$ cat src/rtl/branch_resolver_pkg.sv
// branch_resolver_pkg: shared types and constants for the branch resolver slice
package branch_resolver_pkg;
    localparam logic [31:0] INSTR_BYTES = 32'd4;
    typedef struct packed {
        logic        taken;
        logic [31:0] pc;
        logic [31:0] target;
    } bp_entry_t;
    typedef enum logic {BR_IDLE, BR_FLUSH} br_state_e;
endpackage

$ cat src/rtl/bp_fifo.sv
// bp_fifo: in-order prediction queue with wrap-bit pointers and a bulk clear
module bp_fifo
    import branch_resolver_pkg::*;
#(
    parameter int DEPTH = 4
) (
    input  logic      clk,
    input  logic      rst,
    input  logic      push,
    input  logic      pop,
    input  logic      clear,
    input  bp_entry_t din,
    output logic      full,
    output logic      empty,
    output bp_entry_t head
);
    localparam int AW = $clog2(DEPTH);
    bp_entry_t  mem [DEPTH];
    logic [AW:0] wr_ptr, rd_ptr;
    logic        wen;
    assign empty = wr_ptr == rd_ptr;
    assign full  = (wr_ptr[AW] != rd_ptr[AW]) && (wr_ptr[AW-1:0] == rd_ptr[AW-1:0]);
    assign head  = mem[rd_ptr[AW-1:0]];
    // a clear drops any same-cycle write: it belongs to the wrong path
    assign wen   = push && !clear && !full;
    always_ff @(posedge clk)
        if (wen) mem[wr_ptr[AW-1:0]] <= din;
    always_ff @(posedge clk or posedge rst)
        if (rst) begin
            wr_ptr <= '0;
            rd_ptr <= '0;
        end else begin
            rd_ptr <= clear ? wr_ptr : pop ? rd_ptr + 1'b1 : rd_ptr;
            if (wen) wr_ptr <= wr_ptr + 1'b1;
        end
endmodule

$ cat src/rtl/branch_resolver.sv
// branch_resolver: checks fetch predictions against execute outcomes, redirects and flushes on mispredict
module branch_resolver
    import branch_resolver_pkg::*;
#(
    parameter int DEPTH        = 4,
    parameter int FLUSH_CYCLES = 2
) (
    input  logic        clk,
    input  logic        rst_i,
    input  logic        pred_valid_i,
    input  logic        pred_taken_i,
    input  logic [31:0] pred_pc_i,
    input  logic [31:0] pred_target_i,
    output logic        pred_ready_o,
    input  logic        res_valid_i,
    input  logic        res_taken_i,
    input  logic [31:0] res_pc_i,
    input  logic [31:0] res_target_i,
    output logic        redirect_o,
    output logic [31:0] redirect_pc_o,
    output logic        flush_o,
    output logic        err_o,
    output logic [31:0] branch_cnt_o,
    output logic [31:0] mispredict_cnt_o
);
    localparam int CW = $clog2(FLUSH_CYCLES + 1);
    br_state_e   state;
    logic [CW-1:0] fcnt;
    bp_entry_t   head, wdata;
    logic        full, empty, idle, push, resolve, pc_err, mis;
    logic [31:0] corr_pc;
    assign idle         = state == BR_IDLE;
    assign pred_ready_o = !full && idle;
    assign push         = pred_valid_i && pred_ready_o;
    assign resolve      = res_valid_i && idle && !empty;
    assign pc_err       = resolve && head.pc != res_pc_i;
    assign mis          = resolve && (head.taken != res_taken_i ||
                          (res_taken_i && head.target != res_target_i) || pc_err);
    assign corr_pc      = res_taken_i ? res_target_i : res_pc_i + INSTR_BYTES;
    assign flush_o      = state == BR_FLUSH;
    assign wdata        = '{taken: pred_taken_i, pc: pred_pc_i, target: pred_target_i};
    bp_fifo #(.DEPTH(DEPTH)) u_fifo (
        .clk  (clk),
        .rst  (rst_i),
        .push (push),
        .pop  (resolve),
        .clear(mis),
        .din  (wdata),
        .full (full),
        .empty(empty),
        .head (head)
    );
    always_ff @(posedge clk or posedge rst_i)
        if (rst_i) begin
            state            <= BR_IDLE;
            fcnt             <= '0;
            redirect_o       <= 1'b0;
            redirect_pc_o    <= '0;
            err_o            <= 1'b0;
            branch_cnt_o     <= '0;
            mispredict_cnt_o <= '0;
        end else begin
            redirect_o <= mis;
            err_o      <= pc_err || (res_valid_i && idle && empty);
            if (mis) redirect_pc_o <= corr_pc;
            if (resolve && ~&branch_cnt_o) branch_cnt_o <= branch_cnt_o + 32'd1;
            if (mis && ~&mispredict_cnt_o) mispredict_cnt_o <= mispredict_cnt_o + 32'd1;
            if (mis) begin
                state <= BR_FLUSH;
                fcnt  <= CW'(FLUSH_CYCLES);
            end else if (!idle) begin
                if (fcnt == CW'(1)) state <= BR_IDLE;
                fcnt <= fcnt - CW'(1);
            end
        end
endmodule

$ cat config.mk
export PLATFORM = sky130hd
export DESIGN_NAME = branch_resolver
export DESIGN_NICKNAME = d
export VERILOG_FILES = /design/src/rtl/branch_resolver_pkg.sv /design/src/rtl/bp_fifo.sv /design/src/rtl/branch_resolver.sv
export SDC_FILE = /design/constraint.sdc
export NUM_CORES = 1
export LEC_CHECK = 0
export BUFFER_PORTS_ARGS = -buffer_cell sky130_fd_sc_hd__buf_2
export CAP_MARGIN = 20
export CORE_MARGIN = 3
export CORE_UTILIZATION = 64
export CTS_BUF_LIST = sky130_fd_sc_hd__clkbuf_2 sky130_fd_sc_hd__clkbuf_4 sky130_fd_sc_hd__clkbuf_8
export CTS_CLUSTER_SIZE = 20
export DETAILED_ROUTE_END_ITERATION = 10
export PLACE_DENSITY = 0.89
export SETUP_SLACK_MARGIN = 0.15
export SKIP_CTS_REPAIR_TIMING = 1
export SYNTH_ARGS = -nofsm -noshare
export SYNTH_HDL_FRONTEND = slang
export SYNTH_SLANG_ARGS = --single-unit
$ cat constraint.sdc
create_clock -name clk -period 10.9 [get_ports clk]
set_input_delay 1.09 -clock clk [delete_from_list [all_inputs] [get_ports clk]]
set_output_delay 1.09 -clock clk [all_outputs]
set_load 0.01 [all_outputs]
==> results.sh, run 1 <==
export IMPL_synthCells=1043
export IMPL_synthesis_nets=1186
export IMPL_nets=1452
export IMPL_drc_errors=0
export IMPL_ys_types=52
export IMPL_crit_slowest_cell="and3_2"
export IMPL_ys_async_sr_fraction_pct=29.16
export IMPL_area_growth_syn_to_layout_pct=16.58
export IMPL_p_sw_share_pct=31.04
export IMPL_cts_sinks=367
export IMPL_place_ws_ns=5.231
export IMPL_routedWlPerCell_microns=22.90
export IMPL_p_leak_nw=7.120
export IMPL_crit_type="flip-flop to flip-flop"
export IMPL_slew_viol_final=0
export IMPL_pin_count=234
export IMPL_clk_insertion_delay_late_ns=0.61
export IMPL_crit_required_ns=11.12
export IMPL_cts_max_level=2
export IMPL_vias_per_cell=6.167
export IMPL_multiInputGateArea_sq_um=5065
export IMPL_chipHeight_microns=163.2
export IMPL_port_buffers=233
export IMPL_row_count=56
export IMPL_min_period_ns=5.658
export IMPL_grt_pass1_vias=10290
export IMPL_worst_slew_pin_slew_ns=0.9799
export IMPL_relSlewSlack_pct=34.67
export IMPL_grt_pass1_wl_microns=57960
export IMPL_vias=10340
export IMPL_drive_gt1_share_pct=30.58
export IMPL_p_per_area_nw_per_um2=222.5
export IMPL_intPower_mw=2.830
export IMPL_arrival_ns=5.88
export IMPL_seq_area_frac_synth_pct=66.27
export IMPL_drt_iter0_markers=1306
export IMPL_place_congestion=0.8913
export IMPL_clock_skew_ns=0.03121
export IMPL_critPathLaunchType="flip-flop"
export IMPL_postRouteAntennaNets=0
export IMPL_grt_ovfl_total=0
export IMPL_yosys_register_bits=367
export IMPL_setup_slack_ns=5.242
export IMPL_synth_avg_cell_area_sq_um=15.17
export IMPL_regArea_sq_um=10490
export IMPL_dieArea_sq_um=26650
export IMPL_setup_tns_final_ns=0
export IMPL_maxCapViolCount=0
export IMPL_cts_root_buf="clkbuf_8"
export IMPL_grt_start_max_net_pins=72
export IMPL_end_kind="flip-flop"
export IMPL_critPathMaxFanout=45
export IMPL_power_switching_mw=1.274
export IMPL_whs_path_depth=2
export IMPL_sequentialPowerShare_pct=45.4
export IMPL_report_final_hold_viol_count=0
export IMPL_rsz0062_at_grt="no"
export IMPL_max_clock_freq_mhz=176.7
export IMPL_clk_pin_slew_worst_paths_ns=0.06
export IMPL_antenna_found_initial=1
export IMPL_core_area_sq_um=23890
export IMPL_cts_buffers=57
export IMPL_max_stage_delay_ns=0.87
export IMPL_start_util_pct=66.22
export IMPL_cts_tree="yes"
export IMPL_wirelength_microns=38390
export IMPL_dr_pass1_iters=5
export IMPL_fillerInstances=1363
export IMPL_synth_edf_count=260
export IMPL_path_cells="buf_4 > mux4_2 > xnor2_1 > nand2_1 > or4_1 > nor4_1 > nand2_1 > a31oi_4 > and3_2 > buf_4"
export IMPL_power_frac_clock_pct=28.0
export IMPL_yosys_warnings=0
export IMPL_n_antenna_cell=0
export IMPL_grtUsageTotal_pct=28.69
export IMPL_combinationalPowerShare_pct=26.6
export IMPL_synth_top_flop_cell="edfxtp_1"
export IMPL_setup_viol=0
export IMPL_dp_hpwl_microns=25980
export IMPL_ir_worst_vdd_v=0.0001330
export IMPL_fin_crit_sh_pct=51.91
export IMPL_hold_path_class="flip-flop to flip-flop"
export IMPL_r2r_cells=10
export IMPL_die_w_microns=163.2
export IMPL_p_total_mw=4.104
export IMPL_status="complete, no violations"
export IMPL_syn_area_sq_um=15820
export IMPL_clock_path_buffers=3
==> final cells by class <==
type	count	share of cell area, %
clock inverters	22	0.7054
well taps	319	2.164
inverters	17	0.3595
clock buffers	85	5.596
flip-flops and latches	367	56.88
repair buffers	244	6.837
multi-input cells	622	27.46
==> per-stage QoR <==
| step | area (sq um) | utilization (%) | hold WS [ns] | std cells |
|---|---|---|---|---|
| floorplan | 15820 | - | 0.4818 | 1043 |
| global placement | 17260 | 72.26 | 0.4599 | 1568 |
| detailed placement | 17260 | 72.26 | 0.4697 | 1568 |
| CTS | 18430 | 77.12 | 0.4835 | 1675 |
| global route | 18450 | 77.20 | 0.5051 | 1676 |
| finish | 18450 | 77.20 | 0.4784 | 1676 |
==> cell families (layout without fill, tap and decap cells) <==
logic type,after synthesis,after routing,synth area share [%]
AOI/OAI and AO/OA,87,87,3.290
xor gates and xnor gates,152,152,8.414
adders and majority gates,9,9,0.7117
buffers and inverters,54,368,1.755
DFF,367,367,66.27
muxes,101,101,10.79
and+or+nand+nor,273,273,8.770
==> cells in the mapped netlist, types with 7 or more instances <==
cell	number	area share (%)
ha_1	9	0.71
nor2_1	39	0.93
and3_1	20	0.79
xor2_1	57	3.2
dfrtp_1	107	17
edfxtp_1	260	49
nor3_1	21	0.66
nand4_1	29	1.1
nand3_1	36	1.1
buf_4	7	0.33
mux2i_1	30	1.9
buf_2	9	0.28
mux4_2	54	7.7
mux2_1	8	0.57
clkbuf_1	16	0.38
inv_1	15	0.36
o21ai_1	8	0.25
a21oi_1	26	0.82
xnor2_1	95	5.3
o21ai_0	33	1.0
nand2_1	74	1.8
mux2_2	9	0.64
nor4_1	19	0.75
==> final timing paths <==
kind	start	endpoint	slack [ns]
worst max-delay path	u_fifo.rd_ptr[0]	u_fifo.mem[1][2]	5.24
worst max register to register	u_fifo.rd_ptr[0]	u_fifo.mem[1][2]	5.24
worst min register to register	redirect_pc_o[10]	redirect_pc_o[10]	0.48
worst min-delay path	redirect_pc_o[10]	redirect_pc_o[10]	0.48
max in group asynchronous	rst_i	u_fifo.rd_ptr[0]	9.06
min in group asynchronous	rst_i	branch_cnt_o[2]	0.61
==> power by group through the flow <==
| stage | Clock, mW | Combinational (mW) | Sequential, mW |
|---|---|---|---|
| 2_1_floorplan | 0 | 0.771 | 1.86 |
| 3_3_place_gp | 0 | 1.04 | 1.87 |
| 3_5_place_dp | 0 | 1.08 | 1.88 |
| 4_1_cts | 1.17 | 1.09 | 1.86 |
| 5_1_grt | 1.23 | 1.17 | 1.88 |
| 6_report | 1.15 | 1.09 | 1.86 |
==> worst max-delay path, delay by kind of cell (launching register included) <==
kind | cells | cell delay, ns
XOR/XNOR | 1 | 0.15
flip-flops | 1 | 0.68
buffers and inverters | 2 | 1.30
AO/OA/AOI/OAI | 1 | 0.51
AND/OR/NAND/NOR | 5 | 1.92
multiplexers | 1 | 0.60
==> registers in the layout, indices dropped and copies added (netlist names) <==
| name | cells |
|---|---|
| branch_cnt_o | 32 |
| err_o | 1 |
| fcnt | 2 |
| flush_o | 1 |
| mispredict_cnt_o | 32 |
| redirect_o | 1 |
| redirect_pc_o | 32 |
| u_fifo.mem | 260 |
| u_fifo.rd_ptr | 3 |
| u_fifo.wr_ptr | 3 |
==> metal layers <==
layer | routed length [microns] | share of wire (%) | vias up | GRT usage [%]
met5 | 10 | 0.026 | - | 0
met4 | 1491 | 3.9 | 2 | 10.96
met3 | 3972 | 10 | 114 | 7.152
met2 | 18290 | 48 | 618 | 45.66
met1 | 14620 | 38 | 5123 | 38.93
li1 | - | - | 4479 | -
==> layout by cell type (no fill, tap or decap), types with 8 or more instances in the layout <==
| master | instances |
|---|---|
| nor2_1 | 39 |
| clkbuf_8 | 63 |
| edfxtp_1 | 260 |
| clkbuf_4 | 22 |
| nor4_1 | 19 |
| nand2_1 | 74 |
| a21oi_1 | 26 |
| and3_1 | 16 |
| mux4_2 | 54 |
| nor3_1 | 21 |
| dfrtp_1 | 105 |
| o21ai_1 | 8 |
| nand4_1 | 29 |
| buf_2 | 233 |
| ha_1 | 9 |
| mux2_2 | 9 |
| o21ai_0 | 33 |
| mux2_1 | 8 |
| xor2_1 | 57 |
| buf_4 | 10 |
| clkinv_1 | 13 |
| mux2i_1 | 30 |
| xnor2_1 | 95 |
| inv_1 | 14 |
| nand3_1 | 36 |
Note: power is estimated with default switching activity, not from simulation.
==> run 2: changes to the inputs <==
--- a/config.mk
+++ b/config.mk
@@ -8,11 +8,11 @@
 export BUFFER_PORTS_ARGS = -buffer_cell sky130_fd_sc_hd__buf_2
 export CAP_MARGIN = 20
 export CORE_MARGIN = 3
-export CORE_UTILIZATION = 64
+export CORE_UTILIZATION = 53
 export CTS_BUF_LIST = sky130_fd_sc_hd__clkbuf_2 sky130_fd_sc_hd__clkbuf_4 sky130_fd_sc_hd__clkbuf_8
 export CTS_CLUSTER_SIZE = 20
 export DETAILED_ROUTE_END_ITERATION = 10
-export PLACE_DENSITY = 0.89
+export PLACE_DENSITY = 0.79
 export SETUP_SLACK_MARGIN = 0.15
 export SKIP_CTS_REPAIR_TIMING = 1
 export SYNTH_ARGS = -nofsm -noshare
==> constraint.sdc (replaced) <==
create_clock -name clk -period 4.9 [get_ports clk]
set_input_delay 0.49 -clock clk [delete_from_list [all_inputs] [get_ports clk]]
set_output_delay 0.49 -clock clk [all_outputs]
set_load 0.01 [all_outputs]
==> results.sh, run 2 (synthesis results as in run 1) <==
export IMPL_status="complete, no violations"
export IMPL_cts_sinks=367
export IMPL_end_kind="flip-flop"
export IMPL_power_switching_mw=2.846
export IMPL_dieArea_sq_um=31960
export IMPL_nets=1461
export IMPL_arrival_ns=4.78
export IMPL_setup_tns_final_ns=0
export IMPL_vias_per_cell=5.749
export IMPL_clock_path_buffers=3
export IMPL_relSlewSlack_pct=49.07
export IMPL_ir_worst_vdd_v=0.0002924
export IMPL_chipHeight_microns=178.8
export IMPL_sequentialPowerShare_pct=45.2
export IMPL_cts_max_level=2
export IMPL_setup_slack_ns=0.5932
export IMPL_drt_iter0_markers=800
export IMPL_vias=10070
export IMPL_largest_reg_flops=260
export IMPL_p_per_area_nw_per_um2=494.5
export IMPL_p_leak_nw=7.194
export IMPL_cts_tree="yes"
export IMPL_crit_required_ns=5.38
export IMPL_grtUsageTotal_pct=24.04
export IMPL_stdcell_count=1751
export IMPL_maxCapViolCount=0
export IMPL_min_period_ns=4.307
export IMPL_dp_hpwl_microns=27200
export IMPL_wirelength_microns=38330
export IMPL_port_buffers=233
export IMPL_power_frac_clock_pct=28.9
export IMPL_antenna_found_initial=2
export IMPL_place_ws_ns=0.5874
export IMPL_hold_path_class="primary input to asynchronous set/reset pin"
export IMPL_worst_slew_pin_slew_ns=0.7570
export IMPL_cts_root_buf="clkbuf_8"
export IMPL_fin_crit_sh_pct=87.89
export IMPL_rsz0062_at_grt="no"
export IMPL_postRouteAntennaNets=0
export IMPL_grt_pass1_vias=10120
export IMPL_crit_type="flip-flop to flip-flop"
export IMPL_slew_viol_final=0
export IMPL_max_clock_freq_mhz=232.2
export IMPL_area_growth_syn_to_layout_pct=18.08
export IMPL_critPathMaxFanout=37
export IMPL_holdWs_ns=0.01523
export IMPL_place_congestion=0.8303
export IMPL_core_area_sq_um=29090
export IMPL_pin_count=234
export IMPL_placedCellCount=1642
export IMPL_layout_common_cells="edfxtp_1 (260), buf_2 (233), dfrtp_1 (105)"
export IMPL_drc_errors=0
export IMPL_combinationalPowerShare_pct=26.0
export IMPL_row_count=62
export IMPL_clock_skew_ns=0.02078
export IMPL_p_sw_share_pct=30.81
export IMPL_grt_start_max_net_pins=63
export IMPL_grt_pass1_wl_microns=57970
export IMPL_dr_pass1_iters=5
export IMPL_setup_viol=0
export IMPL_clk_pin_slew_worst_paths_ns=0.07
export IMPL_postPlaceCellArea_sq_um=17460
export IMPL_die_w_microns=178.8
export IMPL_final_common_cell="edfxtp_1"
export IMPL_clk_insertion_delay_late_ns=0.60
export IMPL_grt_ovfl_total=0
export IMPL_start_util_pct=54.39
export IMPL_cts_buffers=58
export IMPL_critPathLaunchType="flip-flop"
export IMPL_post_route_cell_area_sq_um=18680
export IMPL_report_final_hold_viol_count=0
export IMPL_routedWlPerCell_microns=21.89
export IMPL_intPower_mw=6.393
export IMPL_drive_gt1_share_pct=31.19
run 2: per-stage QoR:
stage	total power [mW]	utilization, %
final	9.239	64.23
after global routing	9.704	64.23
after CTS	9.306	64.22
after detailed placement	6.640	60.03
after global placement	6.565	60.03
after floorplan	5.844	-
run 2: cell type report:
cell class | instances | area [sq um]
antenna | 1 | 2.502
clock buffer | 82 | 1041
clock inverter | 26 | 177.7
fill | 2105 | 10410
inverter | 17 | 66.31
multi-input combinational | 622 | 5065
sequential | 367 | 10490
tap | 384 | 480.5
timing repair buffer | 252 | 1359
run 2: critical path, stage by stage (launching register included):
cell	delay [ns]
dfrtp_4	0.72
buf_4	0.50
mux4_2	0.58
xnor2_1	0.17
nand4_1	0.21
nor4_1	0.55
a21oi_1	0.22
a31oi_4	0.25
buf_4	0.39
and2_1	0.23
mux2_2	0.34
run 2: layer usage:
layer,share of wire [%],global-route usage (%)
met1,41,33.15
met2,47,37.77
met3,8.8,5.527
met4,3.1,8.831
met5,0.034,0
run 2: path summary, 6_finish.rpt:
kind / to / depth (start not counted) / from / slack, ns
setup / recovery: u_fifo.wr_ptr[1] / 10 / u_fifo.rd_ptr[0] / 0.59
hold / removal: mispredict_cnt_o[6] / 2 / rst_i / 0.02
setup reg to reg: u_fifo.wr_ptr[1] / 10 / u_fifo.rd_ptr[0] / 0.59
hold reg to reg: redirect_pc_o[23] / 2 / redirect_pc_o[23] / 0.48
max in group asynchronous: u_fifo.rd_ptr[1] / 3 / rst_i / 3.68
min in group clk: u_fifo.mem[2][40] / 1 / pred_pc_i[8] / 0.11
run 2: power groups by stage:
| stage | combinational (mW) | sequential, mW | clock (mW) |
|---|---|---|---|
| floorplan | 1.71 | 4.13 | 0 |
| global placement | 2.35 | 4.21 | 0 |
| finish | 2.40 | 4.17 | 2.67 |
| CTS | 2.42 | 4.18 | 2.71 |
| detailed placement | 2.40 | 4.24 | 0 |
| global route | 2.61 | 4.22 | 2.86 |
==> run 3: changes to the inputs <==
--- a/config.mk
+++ b/config.mk
@@ -8,11 +8,12 @@
 export BUFFER_PORTS_ARGS = -buffer_cell sky130_fd_sc_hd__buf_2
 export CAP_MARGIN = 20
 export CORE_MARGIN = 3
-export CORE_UTILIZATION = 53
+export CORE_UTILIZATION = 59
 export CTS_BUF_LIST = sky130_fd_sc_hd__clkbuf_2 sky130_fd_sc_hd__clkbuf_4 sky130_fd_sc_hd__clkbuf_8
 export CTS_CLUSTER_SIZE = 20
 export DETAILED_ROUTE_END_ITERATION = 10
-export PLACE_DENSITY = 0.79
+export PLACE_DENSITY = 0.83
+export REMOVE_ABC_BUFFERS = 1
 export SETUP_SLACK_MARGIN = 0.15
 export SKIP_CTS_REPAIR_TIMING = 1
 export SYNTH_ARGS = -nofsm -noshare
==> constraint.sdc (replaced) <==
create_clock -name clk -period 4.15 [get_ports clk]
set_input_delay 0.415 -clock clk [delete_from_list [all_inputs] [get_ports clk]]
set_output_delay 0.415 -clock clk [all_outputs]
set_load 0.01 [all_outputs]
==> results.sh, run 3 (synthesis results as in run 1) <==
export IMPL_dieArea_sq_um=28820
export IMPL_drt_iter0_markers=955
export IMPL_chipHeight_microns=169.8
export IMPL_multiInputGateArea_sq_um=5065
export IMPL_setup_tns_final_ns=0
export IMPL_maxCapViolCount=0
export IMPL_p_per_area_nw_per_um2=572.0
export IMPL_p_sw_share_pct=30.89
export IMPL_antenna_found_initial=0
export IMPL_core_area_sq_um=26210
export IMPL_power_switching_mw=3.291
export IMPL_sequentialPowerShare_pct=45.9
export IMPL_place_congestion=0.8707
export IMPL_critPathMaxFanout=42
export IMPL_n_antenna_cell=0
export IMPL_hold_path_class="primary input to flip-flop"
export IMPL_report_final_hold_viol_count=0
export IMPL_clock_skew_ns=0.03030
export IMPL_layout_common_cells="edfxtp_1 (260), buf_2 (233), dfrtp_1 (105)"
export IMPL_critPathLaunchType="flip-flop"
export IMPL_clk_pin_slew_worst_paths_ns=0.06
export IMPL_wirelength_microns=36400
export IMPL_arrival_ns=4.24
export IMPL_die_w_microns=169.8
export IMPL_clock_path_buffers=3
export IMPL_max_clock_freq_mhz=265.5
export IMPL_largest_reg_flops=260
export IMPL_grt_start_max_net_pins=63
export IMPL_worst_slew_pin_slew_ns=0.7285
export IMPL_crit_type="flip-flop to flip-flop"
export IMPL_p_total_mw=10.65
export IMPL_cts_max_level=2
export IMPL_cts_sinks=367
export IMPL_intPower_mw=7.363
export IMPL_crit_required_ns=4.63
export IMPL_grt_ovfl_total=0
export IMPL_dr_pass1_iters=5
export IMPL_min_period_ns=3.766
export IMPL_slew_viol_final=0
export IMPL_cts_tree="yes"
export IMPL_cts_root_buf="clkbuf_8"
export IMPL_pin_count=234
export IMPL_fin_crit_sh_pct=90.75
export IMPL_final_common_cell="edfxtp_1"
export IMPL_port_buffers=233
export IMPL_cts_buffers=57
export IMPL_routedWlPerCell_microns=21.34
export IMPL_setup_viol=0
export IMPL_ir_worst_vdd_v=0.0004040
export IMPL_dp_hpwl_microns=25540
export IMPL_drive_gt1_share_pct=30.71
export IMPL_status="complete, no violations"
export IMPL_grtUsageTotal_pct=25.31
export IMPL_grt_pass1_wl_microns=56450
export IMPL_fillerInstances=1657
export IMPL_end_kind="flip-flop"
export IMPL_nets=1468
export IMPL_power_frac_clock_pct=26.8
export IMPL_rsz0062_at_grt="no"
export IMPL_area_growth_syn_to_layout_pct=17.72
export IMPL_regArea_sq_um=10490
export IMPL_vias_per_cell=5.925
export IMPL_start_util_pct=60.38
export IMPL_combinationalPowerShare_pct=27.3
export IMPL_p_leak_nw=7.186
export IMPL_grt_pass1_vias=10190
export IMPL_drc_errors=0
export IMPL_row_count=59
export IMPL_relSlewSlack_pct=50.99
export IMPL_clk_insertion_delay_late_ns=0.61
export IMPL_vias=10110
export IMPL_postRouteAntennaNets=0
[run 3: area by class of cell]
type	instances	share of cell area, %
Multi-Input combinational cell	622	27.19
Sequential cell	367	56.33
Clock inverter	36	1.061
Timing Repair Buffer	260	8.047
Clock buffer	69	4.763
Inverter	17	0.3560
Tap cell	335	2.250
[run 3: path summary, 6_finish.rpt]
path                                    from                end  slack (ns)  cells after the start
setup / recovery            u_fifo.rd_ptr[1]   u_fifo.wr_ptr[1]        0.38                     11
hold / removal                  pred_pc_i[9]  u_fifo.mem[3][41]        0.02                      1
setup reg to reg            u_fifo.rd_ptr[1]   u_fifo.wr_ptr[1]        0.38                     11
hold reg to reg            redirect_pc_o[23]  redirect_pc_o[23]        0.48                      2
max in group asynchronous              rst_i   u_fifo.rd_ptr[1]        2.82                      4
min in group asynchronous              rst_i    branch_cnt_o[7]        0.35                      3
[run 3: metrics by stage]
| step | area (sq um) | cells | hold slack (ns) | worst slack [ns] | util, % |
|---|---|---|---|---|---|
| final | 18630 | 1706 | 0.01728 | 0.3838 | 71.08 |
| after CTS | 18610 | 1704 | -0.2145 | 0.3468 | 71.00 |
| after floorplan | 15610 | 1006 | 0.4818 | -3.474 | - |
| after global routing | 18630 | 1706 | 0.001160 | 0.1693 | 71.08 |
| after detailed placement | 17520 | 1599 | 0.4212 | 0.3980 | 66.86 |
| after global placement | 17520 | 1599 | 0.4164 | 0.4024 | 66.86 |
[run 3: power groups by stage]
| stage | Sequential, mW | Combinational, mW | Clock [mW] |
|---|---|---|---|
| after global placement | 4.93 | 2.82 | 0 |
| after CTS | 4.88 | 2.93 | 2.91 |
| after floorplan | 5.09 | 1.74 | 0 |
| final | 4.89 | 2.90 | 2.86 |
| after global routing | 4.95 | 3.14 | 3.07 |
| after detailed placement | 4.95 | 2.90 | 0 |
[run 3: critical path, cell delays in order, from the launching register on]
cell	delay, ns
dfrtp_4	0.77
buf_12	0.27
mux2i_1	0.27
xor2_1	0.16
mux2i_1	0.08
or4_1	0.57
nor4_1	0.20
nand2_1	0.16
a31oi_4	0.33
buf_12	0.26
and2_1	0.22
mux2_2	0.36
[run 3: layer usage]
metal / global-route usage (%) / wire length, microns
met1: 33.51 / 14190
met2: 42.15 / 18120
met3: 5.311 / 3056
met4: 8.962 / 1036
met5: 0 / 0
